[src/rtl/result_display_driver.sv]
`default_nettype none
// result_display_driver: 8-bit result to 4-digit multiplexed 7-segment display via double-dabble.
// Optional build macro SIGNED_DISPLAY_EN: treat value as two's complement and show a minus on an[3].
module result_display_driver #(
  parameter int REFRESH_BITS = 17
) (
  input  logic       clk,
  input  logic       reset,
  input  logic [7:0] value,
  input  logic       load,
  output logic       busy,
  output logic [6:0] seg,
  output logic [3:0] an,
  output logic       dp
);

  localparam logic [6:0] SEG_BLANK = 7'b1111111;
  localparam logic [6:0] SEG_MINUS = 7'b0111111;

  typedef enum logic [0:0] {
    IDLE    = 1'b0,
    CONVERT = 1'b1
  } state_t;

  state_t      state, state_next;
  logic [2:0]  step_cnt;
  logic [19:0] work, work_next;
  logic [3:0]  hundreds, tens, ones;
  logic [7:0]  magnitude;
  logic        accept, last_step;
  logic [REFRESH_BITS+1:0] refresh_cnt;
  logic [1:0]  sel;

`ifdef SIGNED_DISPLAY_EN
  logic negative, work_neg;
  assign magnitude = value[7] ? (~value + 8'd1) : value;
`else
  assign magnitude = value;
`endif

  // One double-dabble step: {hundreds, tens, ones, binary} with add-3 before the shift.
  function automatic logic [19:0] dabble(input logic [19:0] w);
    logic [19:0] t;
    t = w;
    if (t[11:8]  >= 4'd5) t[11:8]  = t[11:8]  + 4'd3;
    if (t[15:12] >= 4'd5) t[15:12] = t[15:12] + 4'd3;
    if (t[19:16] >= 4'd5) t[19:16] = t[19:16] + 4'd3;
    return {t[18:0], 1'b0};
  endfunction

  function automatic logic [6:0] digit_code(input logic [3:0] d);
    case (d)
      4'd0:    return 7'b1000000;
      4'd1:    return 7'b1111001;
      4'd2:    return 7'b0100100;
      4'd3:    return 7'b0110000;
      4'd4:    return 7'b0011001;
      4'd5:    return 7'b0010010;
      4'd6:    return 7'b0000010;
      4'd7:    return 7'b1111000;
      4'd8:    return 7'b0000000;
      4'd9:    return 7'b0010000;
      default: return SEG_BLANK;
    endcase
  endfunction

  assign work_next = dabble(work);
  assign busy      = (state == CONVERT);

  always_ff @(posedge clk or negedge reset) begin
    if (!reset) state <= IDLE;
    else        state <= state_next;
  end

  always_comb begin
    state_next = state;
    accept     = 1'b0;
    last_step  = 1'b0;
    case (state)
      IDLE: begin
        if (load) begin
          accept     = 1'b1;
          state_next = CONVERT;
        end
      end
      CONVERT: begin
        if (step_cnt == 3'd7) begin
          last_step  = 1'b1;
          state_next = IDLE;
        end
      end
      default: state_next = IDLE;
    endcase
  end

  // Visible digits only change on the final step, so a partial conversion is never shown.
  always_ff @(posedge clk or negedge reset) begin
    if (!reset) begin
      work     <= '0;
      step_cnt <= '0;
      hundreds <= '0;
      tens     <= '0;
      ones     <= '0;
`ifdef SIGNED_DISPLAY_EN
      negative <= 1'b0;
      work_neg <= 1'b0;
`endif
    end else if (accept) begin
      work     <= {12'd0, magnitude};
      step_cnt <= '0;
`ifdef SIGNED_DISPLAY_EN
      work_neg <= value[7];
`endif
    end else if (state == CONVERT) begin
      work     <= work_next;
      step_cnt <= step_cnt + 3'd1;
      if (last_step) begin
        hundreds <= work_next[19:16];
        tens     <= work_next[15:12];
        ones     <= work_next[11:8];
`ifdef SIGNED_DISPLAY_EN
        negative <= work_neg;
`endif
      end
    end
  end

  always_ff @(posedge clk or negedge reset) begin
    if (!reset) refresh_cnt <= '0;
    else        refresh_cnt <= refresh_cnt + {{(REFRESH_BITS+1){1'b0}}, 1'b1};
  end

  assign sel = refresh_cnt[REFRESH_BITS+1:REFRESH_BITS];
  assign an  = ~(4'b0001 << sel);
  assign dp  = 1'b1;

  always_comb begin
    seg = SEG_BLANK;
    case (sel)
      2'd0: seg = digit_code(ones);
      2'd1: seg = (hundreds == 4'd0 && tens == 4'd0) ? SEG_BLANK : digit_code(tens);
      2'd2: seg = (hundreds == 4'd0) ? SEG_BLANK : digit_code(hundreds);
      2'd3: begin
`ifdef SIGNED_DISPLAY_EN
        seg = negative ? SEG_MINUS : SEG_BLANK;
`else
        seg = SEG_BLANK;
`endif
      end
      default: seg = SEG_BLANK;
    endcase
  end

endmodule
`default_nettype wire

[config.mk]
export PLATFORM = sky130hd
export DESIGN_NAME = result_display_driver
export DESIGN_NICKNAME = d
export VERILOG_FILES = /design/src/rtl/result_display_driver.sv
export SDC_FILE = /design/constraint.sdc
export NUM_CORES = 1
export LEC_CHECK = 0
export CORE_AREA = 4 4 109 111
export CTS_CLUSTER_DIAMETER = 40
export DETAILED_ROUTE_END_ITERATION = 8
export DIE_AREA = 0 0 113 115
export PLACE_DENSITY = 0.53
export SETUP_SLACK_MARGIN = 0.2
export SYNTH_ARGS = -nofsm -noshare
export SYNTH_HDL_FRONTEND = slang
export SYNTH_SLANG_ARGS = --single-unit
[constraint.sdc]
create_clock -name clk -period 3.1 [get_ports clk]
set_input_delay 0.62 -clock clk [delete_from_list [all_inputs] [get_ports clk]]
set_output_delay 0.62 -clock clk [all_outputs]
set_load 0.005 [all_outputs]
==> results of run 1 <==
what timing repair did:
action | CTS | global route
endpoints found under the setup margin | 7 | 6
pin swaps | 4 | 1
buffers inserted | 12 | 0
gates resized for setup | 13 | 13
hold endpoints to repair | 0 | 0
cloned | 0 | 0
power breakdown:
part	switching, µW	internal (µW)
Combinational	877	849
Clock	226	159
Sequential	223	937
Total	1330	1950
cell type report:
class	count	area, µm²	share of cell area (%)
multi-input cells	246	1740	45.7
clock buffers	7	76.3	2.00
flip-flops and latches	55	1380	36.1
clock inverters	1	5.00	0.131
repair buffers	40	345	9.04
inverters	25	93.8	2.46
well taps	140	175	4.59
worst max path at each step:
stage	start	end	slack, ps	cells after the start
2_1_floorplan	hundreds[1]$_DFFE_PN0P_	seg[2]	820	6
3_3_place_gp	hundreds[1]$_DFFE_PN0P_	seg[2]	200	7
3_5_place_dp	hundreds[1]$_DFFE_PN0P_	seg[1]	140	7
4_1_cts	hundreds[1]$_DFFE_PN0P_	seg[1]	200	9
5_1_grt	tens[1]$_DFFE_PN0P_	seg[1]	200	9
6_report	hundreds[1]$_DFFE_PN0P_	seg[1]	300	8
metrics by stage:
stage | hold WS [ps] | util, %
after floorplan | 324 | -
after global placement | 442 | 33.3
after global routing | 267 | 35.4
after detailed placement | 445 | 33.3
final | 242 | 35.4
after CTS | 250 | 35.0
Yosys cell counts, types with 2 or more instances:
| cell type | n | share of area, % |
|---|---|---|
| a211oi_1 | 3 | 0.70 |
| a21oi_1 | 15 | 2.3 |
| a22o_1 | 6 | 1.6 |
| buf_2 | 3 | 0.47 |
| clkbuf_1 | 10 | 1.2 |
| dfrtp_1 | 55 | 43 |
| ha_1 | 24 | 9.3 |
| inv_1 | 24 | 2.8 |
| mux2_2 | 7 | 2.4 |
| mux2i_1 | 14 | 4.4 |
| nand2_1 | 37 | 4.3 |
| nand2b_1 | 6 | 1.2 |
| nand3_1 | 7 | 1.1 |
| nor2_1 | 25 | 2.9 |
| nor2_2 | 2 | 0.39 |
| nor2b_1 | 4 | 0.78 |
| nor3_1 | 6 | 0.93 |
| nor3_2 | 2 | 0.62 |
| nor3b_1 | 4 | 0.93 |
| o21ai_0 | 34 | 5.3 |
| o22ai_1 | 4 | 0.78 |
| or3_1 | 2 | 0.39 |
| or3b_2 | 2 | 0.54 |
| xnor2_1 | 12 | 3.3 |
| xor2_1 | 9 | 2.4 |
cells by family after synthesis:
group           after synthesis
flops                        55
simple gates                106
mux                          21
buf+inv                      40
other cells                   1
xor+xnor                     21
fa+ha+maj                    24
compound gates               73
layer usage:
| layer | routed length, µm | track usage [%] | vias up | part of all wire, % |
|---|---|---|---|---|
| met5 | 0 | 0 | - | 0 |
| met4 | 135 | 3.69 | 0 | 2.1 |
| met3 | 150 | 1.63 | 14 | 2.3 |
| met2 | 3040 | 17.1 | 43 | 47 |
| met1 | 3110 | 13.3 | 1119 | 48 |
| li1 | - | - | 1222 | - |
sequential cells by signal (all words and copies together), names as in the netlist:
signal / cells
tens: 4
busy: 1
ones: 4
step_cnt: 3
hundreds: 4
work: 20
refresh_cnt: 19
==> flow_summary.yaml, run 1 <==
outcome:
  status: "finished clean"
synthesis:
  synth-seq-area-share_pct: 42.8
  synth_top_family_by_area: "simple AND/OR/NAND/NOR gates"
  synth_ff_type: "dfrtp_1"
  synth.mux.area_fraction_pct: 6.80
  yosys.area_share.adder_pct: 9.33
  yosys_warnings: 0
  synth_xor_area_share_pct: 5.72
  syn_inst: 341
  synth_compound_area_share_pct: 13.9
  synth_edf_count: 0
  ys_ff_latch: 55
  synth.distinct_cells: 49
  synth_area_per_cell_um2: 9.44
  synth_fp_nets: 376
  synth_area_mm2: 0.00322
  yosys.area_share.simple_pct: 16.5
  ys_async_sr_fraction_pct: 100
floorplanning:
  die_w_um: 113
  io_pins: 24
  start_util_pct: 29.8
  rows: 38
  core_mm2: 0.0108
  fp.dieH_um: 115
  die_area_mm2: 0.0130
critical_path:
  crit_type: "flip-flop to output pin"
  cp_slowest_cell: "dfrtp_1"
  worst-path-buf-inv: 3
  crit_path_end_kind: "output pin"
  crit_arrival_ps: 2180
  path_max_fanout: 3
  worstPathRequired_ps: 2480
  critPathLaunchType: "flip-flop"
  rr_worst_depth: 4
  path_cells: "inv_2, ha_4, or3b_4, a21oi_4, buf_4, a311oi_1, o22ai_1, dlygate4sd2_1"
  crit_family: "buffers and inverters"
  r2r_slack_ps: 1340
  reg2reg_from: "step_cnt[0]$_DFFE_PN0P_"
  r2r-end: "ones[0]$_DFFE_PN0P_"
  slowest_delay_ps: 400
clock_network:
  root_buffer: "clkbuf_8"
  cts_tree: "yes"
  cts-htree-levels: 2
  numCtsBuffers: 5
  cts_sinks: 55
  path_clk_slew_ps: 100
  cts_hold_buf: 0
  clk_path_buf_depth: 2
  insertion_delay_ps: 300
layout:
  fillerInstances: 1086
  fin_nets: 408
  final_cell_mix: "dfrtp_1, nand2_1, o21ai_0, nor2_1, ha_1"
  fin_area_mm2: 0.00382
  n_antenna_cell: 0
  area_growth_pct: 18.7
  drive_above_1_share_pct: 15.2
  instances_no_fill: 514
  mostFrequentLayoutCell: "dfrtp_1"
sta:
  tightest_slew_ps: 586
  fin_ws_ps: 304
  finalClockSkew_ps: 5.97
  hold_viol: 0
  period_needed_ps: 2800
  rsz0062_at_grt: "yes"
  slew_headroom_pct: 60.8
  maxSlewViolCount: 0
  period_share_pct: 90.2
  setup_tns_ps: 0
  fmax_mhz: 358
  setup_violations: 0
placed_design:
  pre_cts_ws_ps: 138
  dp_hpwl_mm: 4.57
  place.gp.congestion: 0.839
  dp_cells: 494
  placed_area_mm2: 0.00359
  port_buffers: 22
routing:
  vias: 2398
  drt-initial-drc-count: 80
  antenna_left: 0
  wire_per_inst_um: 12.5
  dr.pass1.iters: 4
  drc: 0
  wl_mm: 6.43
  via_per_inst: 4.67
hold_path:
  hp-class: "input pin to asynchronous set/reset pin"
pwr:
  p_leak_uw: 0.00175
  ir_drop_uv: 330
  power_uw: 3270
  power_density_mw_per_mm2: 857
grt:
  antenna_found_initial: 0
  track_usage_pct: 10.2
  grt_pass1_wl_mm: 11.0
  grt-ovfl-total: 0
  grt_max_degree: 29
  grt_pass1_vias: 2359
flow_run:
  maxCapViolCount: 0
No activity file was read; power rests on OpenSTA's default activity.
==> run 2: changes to the inputs <==
- PLACE_DENSITY: 0.53 -> default
==> flow_summary.yaml, run 2 (synthesis results as in run 1) <==
outcome:
  status: "finished clean"
critical_path:
  worst_path_most_repeated_cell: "buf_4"
  slowest_delay_ps: 400
  critPathLaunchType: "flip-flop"
  crit_type: "flip-flop to output pin"
  cp_slowest_cell: "dfrtp_1"
  crit_path_end_kind: "output pin"
  worstPathRequired_ps: 2480
  crit_arrival_ps: 2210
  path_max_fanout: 5
  path_cells: "buf_4, buf_4, o21ai_1, o311ai_4, buf_6, buf_4, o22ai_1, o21ai_0, dlygate4sd2_1"
layout:
  area_growth_pct: 18.7
  largest_register_ffs: 20
  n_antenna_cell: 0
  final_cell_mix: "dfrtp_1, nand2_1, o21ai_0, nor2_1, ha_1"
  reg_top3: "work: 20 flops, refresh_cnt: 19 flops"
  mostFrequentLayoutCell: "dfrtp_1"
  fin_area_mm2: 0.00382
  instances_no_fill: 511
  drive_above_1_share_pct: 14.6
  fin_nets: 406
  largest-register: "work"
floorplanning:
  io_pins: 24
  fp.dieH_um: 115
  die_area_mm2: 0.0130
  die_w_um: 113
  core_mm2: 0.0108
  rows: 38
  start_util_pct: 29.8
placed_design:
  place.gp.congestion: 0.839
  dp_cells: 493
  dp_hpwl_mm: 4.55
  placed_area_mm2: 0.00358
  port_buffers: 22
sta:
  tightest_slew_ps: 806
  hold_viol: 0
  rsz0062_at_grt: "yes"
  slew_headroom_pct: 46.1
  finalClockSkew_ps: 9.63
  period_share_pct: 91.3
  fmax_mhz: 353
  period_needed_ps: 2830
  setup_violations: 0
  maxSlewViolCount: 0
  setup_tns_ps: 0
routing:
  vias: 2427
  dr.pass1.iters: 4
  drt-initial-drc-count: 87
  via_per_inst: 4.75
  wl_mm: 6.61
  wire_per_inst_um: 12.9
  drc: 0
  antenna_left: 0
grt:
  grt-ovfl-total: 0
  grt_max_degree: 56
  track_usage_pct: 10.4
  grt_pass1_wl_mm: 11.2
  antenna_found_initial: 0
  grt_pass1_vias: 2414
clock_network:
  insertion_delay_ps: 310
  numCtsBuffers: 5
  cts-htree-levels: 2
  cts_sinks: 55
  cts_tree: "yes"
  path_clk_slew_ps: 100
  root_buffer: "clkbuf_8"
  clk_path_buf_depth: 2
pwr:
  p_leak_uw: 0.00175
  p_int_uw: 1940
  power_density_mw_per_mm2: 863
  sw_frac_of_total_pct: 41.0
  power_uw: 3300
  ir_drop_uv: 328
  pwr-share-seq_pct: 36.1
  comb_power_share_pct: 51.7
  p_switching_uw: 1350
  pwr-share-clk_pct: 12.2
flow_run:
  maxCapViolCount: 0
hold_path:
  hp-class: "input pin to asynchronous set/reset pin"
## run 2: changes by cell type in the layout (fill, tap and decap cells not counted), moves of 2 or more
cell	previous run	this run
dfrtp_1	52	54
clkbuf_1	2	0
dfrtp_2	3	1
buf_4	18	15
## run 2: metal layers
layer  wire length [µm]  vias up  global-route usage [%]  part of all wire [%]
met5                  0        -                       0                     0
met4                 83        0                    3.04                   1.3
met3                168        7                    1.95                   2.5
met2               3240       30                    17.8                    49
met1               3120     1171                    13.5                    47
li1                   -     1219                       -                     -
## run 2: worst paths after layout
| path | from | to | slack (ps) | cells after the start |
|---|---|---|---|---|
| worst min-delay path | reset | refresh_cnt[18]$_DFF_PN0_ | 420 | 2 |
| worst min register to register | refresh_cnt[0]$_DFF_PN0_ | refresh_cnt[0]$_DFF_PN0_ | 460 | 1 |
| worst max-delay path | tens[1]$_DFFE_PN0P_ | seg[0] | 270 | 9 |
| worst max register to register | busy$_DFF_PN0_ | ones[2]$_DFFE_PN0P_ | 1360 | 3 |
| min in group clk | refresh_cnt[0]$_DFF_PN0_ | refresh_cnt[0]$_DFF_PN0_ | 460 | 1 |
| max in group asynchronous | reset | ones[1]$_DFFE_PN0P_ | 2130 | 2 |
## run 2: cell type report
class	count	area [µm²]
clock inverter	1	5.00
tap	140	175
fill	1098	6970
clock buffer	6	82.6
sequential	55	1380
inverter	25	93.8
timing repair buffer	38	330
multi-input combinational	246	1760
## run 2: stage by stage
step / worst slack [ps] / hold WS (ps) / utilization (%)
2_1_floorplan: 816 / 324 / -
3_3_place_gp: 136 / 439 / 33.2
3_5_place_dp: 111 / 447 / 33.2
4_1_cts: 56.2 / 460 / 34.7
5_1_grt: 126 / 466 / 35.4
6_report: 270 / 423 / 35.4
## run 2: critical path: cells and delay by family (launching register included)
family                 cells  cell delay (ps)
DFF                        1              400
AOI/OAI and AO/OA          4              680
buffers and inverters      5              820
## run 2: power groups by stage
| stage | clock (µW) | combinational, µW | sequential (µW) |
|---|---|---|---|
| floorplan | 0 | 1140 | 1090 |
| global placement | 0 | 1550 | 1190 |
| detailed placement | 0 | 1570 | 1200 |
| CTS | 426 | 1630 | 1180 |
| global route | 449 | 1930 | 1230 |
| finish | 403 | 1700 | 1190 |
## run 2: timing repair
item / 4_1_cts / 5_1_grt
pin swaps: 3 / 4
resized for setup: 16 / 11
endpoints found under the setup margin: 7 / 5
setup buffers: 7 / 4
hold buffers: 0 / 0
